`config.mk`:
```
export PLATFORM = sky130hd
export DESIGN_NAME = board_renderer_flat
export DESIGN_NICKNAME = d
export VERILOG_FILES = /design/src/rtl/board_pkg.sv /design/src/rtl/board_renderer_if.sv /design/src/rtl/cell_locator.sv /design/src/rtl/board_renderer.sv /design/src/flat_wrapper.sv
export SDC_FILE = /design/constraint.sdc
export NUM_CORES = 1
export LEC_CHECK = 0
export ABC_CLOCK_PERIOD_IN_PS = 6000
export CORE_MARGIN = 2
export CORE_UTILIZATION = 31
export CTS_CLUSTER_SIZE = 28
export DETAILED_ROUTE_END_ITERATION = 16
export HOLD_SLACK_MARGIN = 0.12
export PLACE_DENSITY_LB_ADDON = 0.08
export SYNTH_ARGS = -nofsm -noshare
export SYNTH_HDL_FRONTEND = slang
export SYNTH_SLANG_ARGS = --single-unit
```
`constraint.sdc`:
```
create_clock -name clk -period 6 [get_ports clk]
set_input_delay 0.6 -clock clk [delete_from_list [all_inputs] [get_ports clk]]
set_output_delay 0.6 -clock clk [all_outputs]
set_load 0.05 [all_outputs]
```
`src/rtl/board_pkg.sv`:
```
// Shared types and constants for the board renderer.
//   cell_t       : 2-bit cell code (empty, player 1, player 2, win mark)
//   state_t      : write/clear controller state
//   cell_index() : row-major flat cell index (row * 7 + col)
package board_pkg;

    typedef enum logic [1:0] {
        CellEmpty = 2'd0,
        CellP1    = 2'd1,
        CellP2    = 2'd2,
        CellWin   = 2'd3
    } cell_t;

    typedef enum logic {
        StIdle  = 1'b0,
        StClear = 1'b1
    } state_t;

    localparam int BOARD_COLS   = 7;
    localparam int BOARD_ROWS   = 6;
    localparam int NUM_CELLS    = BOARD_COLS * BOARD_ROWS;
    localparam int CELL_PX      = 80;
    localparam int BOARD_X0     = 40;
    localparam int DISC_C       = 40;    // disc centre inside a cell, both axes
    localparam int DISC_R2      = 1024;  // radius 32, squared
    localparam int BORDER_PX    = 4;     // cursor frame thickness
    localparam int BLINK_FRAMES = 30;

    localparam logic [23:0] COLOUR_BLACK  = 24'h000000;
    localparam logic [23:0] COLOUR_BOARD  = 24'h0000C0;
    localparam logic [23:0] COLOUR_P1     = 24'hFF0000;
    localparam logic [23:0] COLOUR_P2     = 24'hFFFF00;
    localparam logic [23:0] COLOUR_WIN    = 24'h00FF00;
    localparam logic [23:0] COLOUR_CURSOR = 24'hFFFFFF;

    function automatic logic [5:0] cell_index(input logic [2:0] row, input logic [2:0] col);
        return 6'(int'(row) * BOARD_COLS + int'(col));
    endfunction

endpackage

```
`src/rtl/board_renderer_if.sv`:
```
// Cell-write / clear request bundle between a game controller and the renderer.
//   wr_valid/wr_ready : write handshake, transfer when both high at a clock edge
//   wr_col, wr_row    : target cell (col 0-6, row 0-5; anything else is dropped)
//   wr_data           : cell code to store
//   clear             : single-cycle request to empty the board
interface board_renderer_if;

    logic       wr_valid;
    logic       wr_ready;
    logic [2:0] wr_col;
    logic [2:0] wr_row;
    logic [1:0] wr_data;
    logic       clear;

    modport master (
        output wr_valid, wr_col, wr_row, wr_data, clear,
        input  wr_ready
    );

    modport slave (
        input  wr_valid, wr_col, wr_row, wr_data, clear,
        output wr_ready
    );

endinterface

```
`src/rtl/cell_locator.sv`:
```
// Combinational pixel-to-cell mapper.
//   pixel_x_i, pixel_y_i : visible pixel coordinates
//   on_board_o           : pixel lies within x 40..599, y 0..479
//   col_o, idx_o         : board column and row-major cell index of the pixel
//   in_disc_o            : pixel lies inside the cell's disc
//   on_border_o          : pixel lies in the 4-pixel frame of its cell
module cell_locator
    import board_pkg::*;
(
    input  logic [9:0] pixel_x_i,
    input  logic [9:0] pixel_y_i,
    output logic       on_board_o,
    output logic [2:0] col_o,
    output logic [5:0] idx_o,
    output logic       in_disc_o,
    output logic       on_border_o
);

    int px, py, col_n, row_n, lx, ly, dx, dy;

    // Column/row found by comparing against cell boundaries rather than dividing.
    always_comb begin
        px    = int'(pixel_x_i);
        py    = int'(pixel_y_i);
        col_n = 0;
        for (int c = 1; c < BOARD_COLS; c++) begin
            if (px >= BOARD_X0 + c * CELL_PX) col_n = c;
        end
        row_n = 0;
        for (int r = 1; r < BOARD_ROWS; r++) begin
            if (py >= r * CELL_PX) row_n = r;
        end
        lx = px - BOARD_X0 - col_n * CELL_PX;
        ly = py - row_n * CELL_PX;
        dx = lx - DISC_C;
        dy = ly - DISC_C;
    end

    assign on_board_o  = (px >= BOARD_X0) && (px < BOARD_X0 + BOARD_COLS * CELL_PX) &&
                         (py < BOARD_ROWS * CELL_PX);
    assign col_o       = 3'(col_n);
    assign idx_o       = cell_index(3'(row_n), 3'(col_n));
    assign in_disc_o   = (dx * dx + dy * dy) < DISC_R2;
    assign on_border_o = (lx < BORDER_PX) || (lx >= CELL_PX - BORDER_PX) ||
                         (ly < BORDER_PX) || (ly >= CELL_PX - BORDER_PX);

endmodule

```
`src/rtl/board_renderer.sv`:
```
// Seven-by-six board renderer for a 640x480 display.
//   clk, reset                : pixel clock, asynchronous active-high reset
//   video_on, pixel_x/pixel_y : visible flag and coordinates from the timing generator
//   hsync_in, vsync_in        : active-low syncs from the timing generator
//   cursor_col                : highlighted column (7 = no cursor)
//   wr                        : cell write / clear requests (slave side)
//   red, green, blue          : pixel colour, two cycles after its coordinates
//   hsync, vsync              : syncs delayed to line up with the colour
// Writes land in a pending board that is copied to the displayed board at each frame start,
// so a frame never shows a half-updated board.
module board_renderer
    import board_pkg::*;
(
    input  logic             clk,
    input  logic             reset,
    input  logic             video_on,
    input  logic [9:0]       pixel_x,
    input  logic [9:0]       pixel_y,
    input  logic             hsync_in,
    input  logic             vsync_in,
    input  logic [2:0]       cursor_col,
    board_renderer_if.slave  wr,
    output logic [7:0]       red,
    output logic [7:0]       green,
    output logic [7:0]       blue,
    output logic             hsync,
    output logic             vsync
);

    // ---------------- board storage and write/clear control ----------------
    state_t      state_q, state_d;
    logic [5:0]  clr_idx_q, clr_idx_d;
    logic [83:0] pending_q, pending_d;
    logic [83:0] display_q, display_d;
    logic        vsync_prev_q;
    logic [4:0]  frame_q, frame_d;
    logic        blink_q, blink_d;
    logic        wr_ready, wr_fire, wr_in_range, frame_start;

    assign wr_ready    = (state_q == StIdle) && !wr.clear;
    assign wr.wr_ready = wr_ready;
    assign wr_fire     = wr.wr_valid && wr_ready;
    assign wr_in_range = (wr.wr_col < 3'(BOARD_COLS)) && (wr.wr_row < 3'(BOARD_ROWS));
    assign frame_start = vsync_prev_q && !vsync_in;

    always_comb begin
        state_d   = state_q;
        clr_idx_d = clr_idx_q;
        pending_d = pending_q;
        display_d = display_q;
        frame_d   = frame_q;
        blink_d   = blink_q;

        unique case (state_q)
            StIdle: begin
                if (wr.clear) begin
                    state_d   = StClear;
                    clr_idx_d = '0;
                end else if (wr_fire && wr_in_range) begin
                    pending_d[{cell_index(wr.wr_row, wr.wr_col), 1'b0} +: 2] = wr.wr_data;
                end
            end
            StClear: begin
                pending_d[{clr_idx_q, 1'b0} +: 2] = CellEmpty;
                if (clr_idx_q == 6'(NUM_CELLS - 1)) begin
                    state_d   = StIdle;
                    clr_idx_d = '0;
                end else begin
                    clr_idx_d = clr_idx_q + 6'd1;
                end
            end
            default: state_d = StIdle;
        endcase

        if (frame_start) begin
            // Copy the pre-edge pending board: a same-cycle write shows next frame.
            if (state_q != StClear) display_d = pending_q;
            if (frame_q == 5'(BLINK_FRAMES - 1)) begin
                frame_d = '0;
                blink_d = !blink_q;
            end else begin
                frame_d = frame_q + 5'd1;
            end
        end
    end

    always_ff @(posedge clk or posedge reset) begin
        if (reset) begin
            state_q      <= StIdle;
            clr_idx_q    <= '0;
            pending_q    <= '0;
            display_q    <= '0;
            vsync_prev_q <= 1'b1;  // idle-high sync: no false frame start out of reset
            frame_q      <= '0;
            blink_q      <= 1'b1;
        end else begin
            state_q      <= state_d;
            clr_idx_q    <= clr_idx_d;
            pending_q    <= pending_d;
            display_q    <= display_d;
            vsync_prev_q <= vsync_in;
            frame_q      <= frame_d;
            blink_q      <= blink_d;
        end
    end

    // ---------------- stage 1: cell location ----------------
    logic       loc_on_board, loc_in_disc, loc_on_border;
    logic [2:0] loc_col;
    logic [5:0] loc_idx;

    cell_locator u_cell_locator (
        .pixel_x_i   (pixel_x),
        .pixel_y_i   (pixel_y),
        .on_board_o  (loc_on_board),
        .col_o       (loc_col),
        .idx_o       (loc_idx),
        .in_disc_o   (loc_in_disc),
        .on_border_o (loc_on_border)
    );

    logic       s1_video_q, s1_on_board_q, s1_disc_q, s1_border_q, s1_hsync_q, s1_vsync_q;
    logic [2:0] s1_col_q;
    logic [5:0] s1_idx_q;

    always_ff @(posedge clk or posedge reset) begin
        if (reset) begin
            s1_video_q    <= 1'b0;
            s1_on_board_q <= 1'b0;
            s1_disc_q     <= 1'b0;
            s1_border_q   <= 1'b0;
            s1_col_q      <= '0;
            s1_idx_q      <= '0;
            s1_hsync_q    <= 1'b1;
            s1_vsync_q    <= 1'b1;
        end else begin
            s1_video_q    <= video_on;
            s1_on_board_q <= loc_on_board;
            s1_disc_q     <= loc_in_disc;
            s1_border_q   <= loc_on_border;
            s1_col_q      <= loc_col;
            s1_idx_q      <= loc_idx;
            s1_hsync_q    <= hsync_in;
            s1_vsync_q    <= vsync_in;
        end
    end

    // ---------------- stage 2: colour ----------------
    cell_t       s1_cell;
    logic [23:0] colour_d, colour_q;
    logic        hsync_q, vsync_q;

    assign s1_cell = cell_t'(display_q[{s1_idx_q, 1'b0} +: 2]);

    always_comb begin
        colour_d = COLOUR_BLACK;
        if (s1_video_q && s1_on_board_q) begin
            if (blink_q && s1_border_q && (s1_col_q == cursor_col)) begin
                colour_d = COLOUR_CURSOR;
            end else if (s1_disc_q) begin
                unique case (s1_cell)
                    CellEmpty: colour_d = COLOUR_BLACK;
                    CellP1:    colour_d = COLOUR_P1;
                    CellP2:    colour_d = COLOUR_P2;
                    CellWin:   colour_d = COLOUR_WIN;
                endcase
            end else begin
                colour_d = COLOUR_BOARD;
            end
        end
    end

    always_ff @(posedge clk or posedge reset) begin
        if (reset) begin
            colour_q <= '0;
            hsync_q  <= 1'b1;
            vsync_q  <= 1'b1;
        end else begin
            colour_q <= colour_d;
            hsync_q  <= s1_hsync_q;
            vsync_q  <= s1_vsync_q;
        end
    end

    assign red   = colour_q[23:16];
    assign green = colour_q[15:8];
    assign blue  = colour_q[7:0];
    assign hsync = hsync_q;
    assign vsync = vsync_q;

endmodule

```
`src/flat_wrapper.sv`:
```
// flat-port wrapper written by rule: the top's interface ports become plain ports
module board_renderer_flat import board_pkg::*;
  (clk, reset, video_on, pixel_x, pixel_y, hsync_in, vsync_in, cursor_col, red, green, blue, hsync, vsync, wr_wr_valid, wr_wr_col, wr_wr_row, wr_wr_data, wr_clear, wr_wr_ready);
  board_renderer_if wr_i ();
  input  logic clk;
  input  logic reset;
  input  logic video_on;
  input  logic [9:0] pixel_x;
  input  logic [9:0] pixel_y;
  input  logic hsync_in;
  input  logic vsync_in;
  input  logic [2:0] cursor_col;
  output logic [7:0] red;
  output logic [7:0] green;
  output logic [7:0] blue;
  output logic hsync;
  output logic vsync;
  input wire logic [$bits(wr_i.wr_valid)-1:0] wr_wr_valid;
  input wire logic [$bits(wr_i.wr_col)-1:0] wr_wr_col;
  input wire logic [$bits(wr_i.wr_row)-1:0] wr_wr_row;
  input wire logic [$bits(wr_i.wr_data)-1:0] wr_wr_data;
  input wire logic [$bits(wr_i.clear)-1:0] wr_clear;
  output wire logic [$bits(wr_i.wr_ready)-1:0] wr_wr_ready;
  assign wr_i.wr_valid = wr_wr_valid;
  assign wr_i.wr_col = wr_wr_col;
  assign wr_i.wr_row = wr_wr_row;
  assign wr_i.wr_data = wr_wr_data;
  assign wr_i.clear = wr_clear;
  assign wr_wr_ready = wr_i.wr_ready;
  board_renderer u_core (.clk(clk), .reset(reset), .video_on(video_on), .pixel_x(pixel_x), .pixel_y(pixel_y), .hsync_in(hsync_in), .vsync_in(vsync_in), .cursor_col(cursor_col), .wr(wr_i), .red(red), .green(green), .blue(blue), .hsync(hsync), .vsync(vsync));
endmodule
```
==> results.py <==
metrics = {
    "clocking": {
        "cts_buffer_depth": 3,
        "h-tree-depth": 1,
        "cts.clk_slew.worst_paths_ps": 90,
        "cts_buffers": 26,
        "clock_latency_ps": 560,
        "cts_tree": "built",
        "cts_sinks": 202,
        "cts_root_buffer": "clkbuf_16",
    },
    "sta": {
        "rsz0062_at_grt": "true",
        "fin_ws_ps": -6130,
        "holdWs_ps": 357,
        "tightest_slew_ps": 991,
        "slew_viol_final": 0,
        "post-route-min-period_ps": 12130,
        "setup_viol_count_final": 1,
        "finClkSkew_ps": 28.7,
        "hold_viol": 0,
        "fmax_mhz": 82.4,
        "max_slew_margin_pct": 33.4,
        "finalCritPeriodShare_pct": 202,
    },
    "synth": {
        "synth_edf_count": 0,
        "ys_seq_area_share_pct": 12.9,
        "synth_most_common_cell": "inv_1",
        "synthArstFlopShare_pct": 100,
        "ys_top_cells_by_count": "inv_1 (1092), fa_1 (803), nand2_1 (365), ha_1 (322), nor2_1 (314)",
        "syn_avg_cell_area_um2": 9.48,
        "yosys.area.top_type": "fa_1",
        "synth_seq_cells": 202,
        "synth_cell_types": 79,
        "netlist.area_leader.share_pct": 41.0,
        "syn_area_um2": 39300,
        "synth_flop_cell": "dfrtp_1",
        "ys_warn_count": 0,
        "syn-num-nets": 5302,
        "syn_inst": 4139,
        "yosys-top-cells-area": "fa_1 (41%), dfrtp_1 (13%), inv_1 (10%), ha_1 (10%), nand2_1 (3.5%)",
    },
    "worst_setup_path": {
        "arrival_ps": 12580,
        "cp_common_cell": "fa_1",
        "r2r_cells": 7,
        "critPathMaxStageDelay_ps": 530,
        "critPathKind": "in -> reg",
        "crit_path_end_kind": "register",
        "critical_path_required_ps": 6450,
        "rrSetupSlack_ps": 2600,
        "slowest_stage": "fa_1",
        "start_kind": "input port",
        "critPathMaxFanout": 5,
    },
    "routing": {
        "wl_per_cell_um": 18.6,
        "via_per_inst": 4.49,
        "drc": 0,
        "vias": 29041,
        "drtIter0Drc": 1747,
        "routed_wl_mm": 120,
        "postRouteAntennaNets": 0,
        "first_pass_iters": 6,
    },
    "floorplan": {
        "die-height_um": 360,
        "rows": 130,
        "ios": 65,
        "start_util_pct": 31.3,
        "floorplan.die.width_um": 360,
        "dieArea_um2": 129000,
        "core_um2": 126000,
    },
    "global_routing": {
        "grtUsageTotal_pct": 19.3,
        "antenna_found_initial": 4,
        "grt_pass1_wl_mm": 191,
        "grt_overflow": 0,
        "grt_pass1_vias": 31730,
        "grt_max_degree": 125,
    },
    "placement": {
        "place_area_um2": 47000,
        "place_ws_ps": -7520,
        "portBuffers": 64,
        "place.detailed.hpwl_mm": 106,
        "finalWeightedCongestion": 0.882,
    },
    "final_layout": {
        "fill_cells": 12837,
        "fin_nets": 5960,
        "syn2layout_area_growth_pct": 23.9,
        "layout-drive-gt1-share_pct": 21.3,
        "multi_input_area_um2": 30100,
        "regArea_um2": 5060,
        "postLayoutCellArea_um2": 48600,
    },
    "hold_path": {
        "hold_path.class": "reg -> reg",
        "hold_depth": 0,
    },
    "run_status": {
        "status": "complete, but fails checks",
        "violations": "setup timing",
    },
    "flow_run": {
        "max_cap_violations": 0,
    },
}
-- cell type report --
class | count | area share [%]
Antenna cell | 2 | 0.0103
Clock buffer | 32 | 1.51
Clock inverter | 16 | 0.347
Inverter | 1104 | 8.55
Multi-Input combinational cell | 2688 | 61.8
Sequential cell | 202 | 10.4
Tap cell | 1650 | 4.24
Timing Repair Buffer | 775 | 13.1
-- metal layers --
metal,GRT usage (%),part of all wire (%),wire [um],vias up
met1,29.1,49,58900,14689
li1,-,-,-,13772
met4,1.96,1.1,1300,0
met3,2.06,4.3,5120,64
met2,30.7,46,54900,516
met5,0,0,0,-
-- state kept, by name, summed over array words and instances, names as in the netlist --
signal	count
u_core.s1_col_q	3
u_core.hsync	1
u_core.vsync	1
u_core.display_q	84
u_core.frame_q	5
u_core.s1_hsync_q	1
u_core.colour_q	4
u_core.vsync_prev_q	1
u_core.clr_idx_q	6
u_core.state_q	1
u_core.pending_q	84
u_core.s1_video_q	1
u_core.blink_q	1
u_core.s1_border_q	1
u_core.s1_disc_q	1
u_core.s1_on_board_q	1
u_core.s1_idx_q	6
-- logic make-up (layout without fill, tap and decap cells) --
| group | count (synthesis) | after routing | synth area share (%) |
|---|---|---|---|
| xor gates and xnor gates | 125 | 125 | 2.83 |
| AOI/OAI and AO/OA | 372 | 372 | 6.09 |
| muxes | 135 | 135 | 4.25 |
| other | 0 | 2 | 0 |
| DFF | 202 | 202 | 12.9 |
| and+or+nand+nor | 931 | 931 | 10.5 |
| adders and majority gates | 1125 | 1125 | 51.2 |
| buffers and inverters | 1249 | 1927 | 12.2 |
-- critical path, delay by kind of cell --
kind / cells / cell delay, ps
simple gates: 9 / 2190
buf+inv: 16 / 1540
compound gates: 11 / 1600
xor+xnor: 2 / 330
fa+ha+maj: 16 / 6300
-- final timing paths --
path / startpoint / end
worst max register to register: u_core.clr_idx_q[0] / u_core.pending_q[37]
worst max-delay path: pixel_x[3] / u_core.s1_disc_q
min in group asynchronous: reset / u_core.display_q[33]
max in group asynchronous: reset / u_core.s1_idx_q[0]
worst min-delay path: u_core.s1_hsync_q / u_core.hsync
worst min register to register: u_core.s1_hsync_q / u_core.hsync
-- placed cells by master (no fill, tap or decap), types with 10 or more instances in the layout --
cell type / instances
clkbuf_16: 27
ha_1: 305
a22o_1: 23
mux4_2: 16
clkinv_2: 10
a21oi_1: 73
nand4_1: 11
o211ai_1: 19
fa_1: 788
buf_12: 22
nand2b_1: 24
a31oi_1: 14
nand2_1: 350
fa_2: 15
o22ai_1: 12
o21ai_0: 112
and2_1: 65
nor2b_1: 16
mux2_2: 94
a21o_1: 26
mux2i_1: 24
buf_6: 20
xor2_1: 28
xnor2_1: 90
nand3_1: 34
nand2_2: 15
and3_1: 15
ha_4: 16
dfrtp_1: 196
clkdlybuf4s50_1: 54
inv_1: 1072
buf_4: 668
nor3_1: 22
inv_2: 20
nor2_1: 308
-- through the flow --
step	util, %	setup TNS (ps)	std cells
6_report	38.7	-6130	6469
2_1_floorplan	-	-6400	4139
4_1_cts	38.6	-6100	6461
5_1_grt	38.7	-6570	6467
3_3_place_gp	37.4	-7480	6373
3_5_place_dp	37.4	-7640	6373
-- repair_timing --
action                                  CTS  global route
buffers inserted                         40             6
pin swaps                               150            40
endpoints found under the setup margin    1             1
gates resized for setup                 109            18
hold buffers                              0             0
gates cloned                              1             0
Power is left out: the tool's default activity adds up to more than one toggle a clock period on the data nets, which glitch-free logic cannot reach.
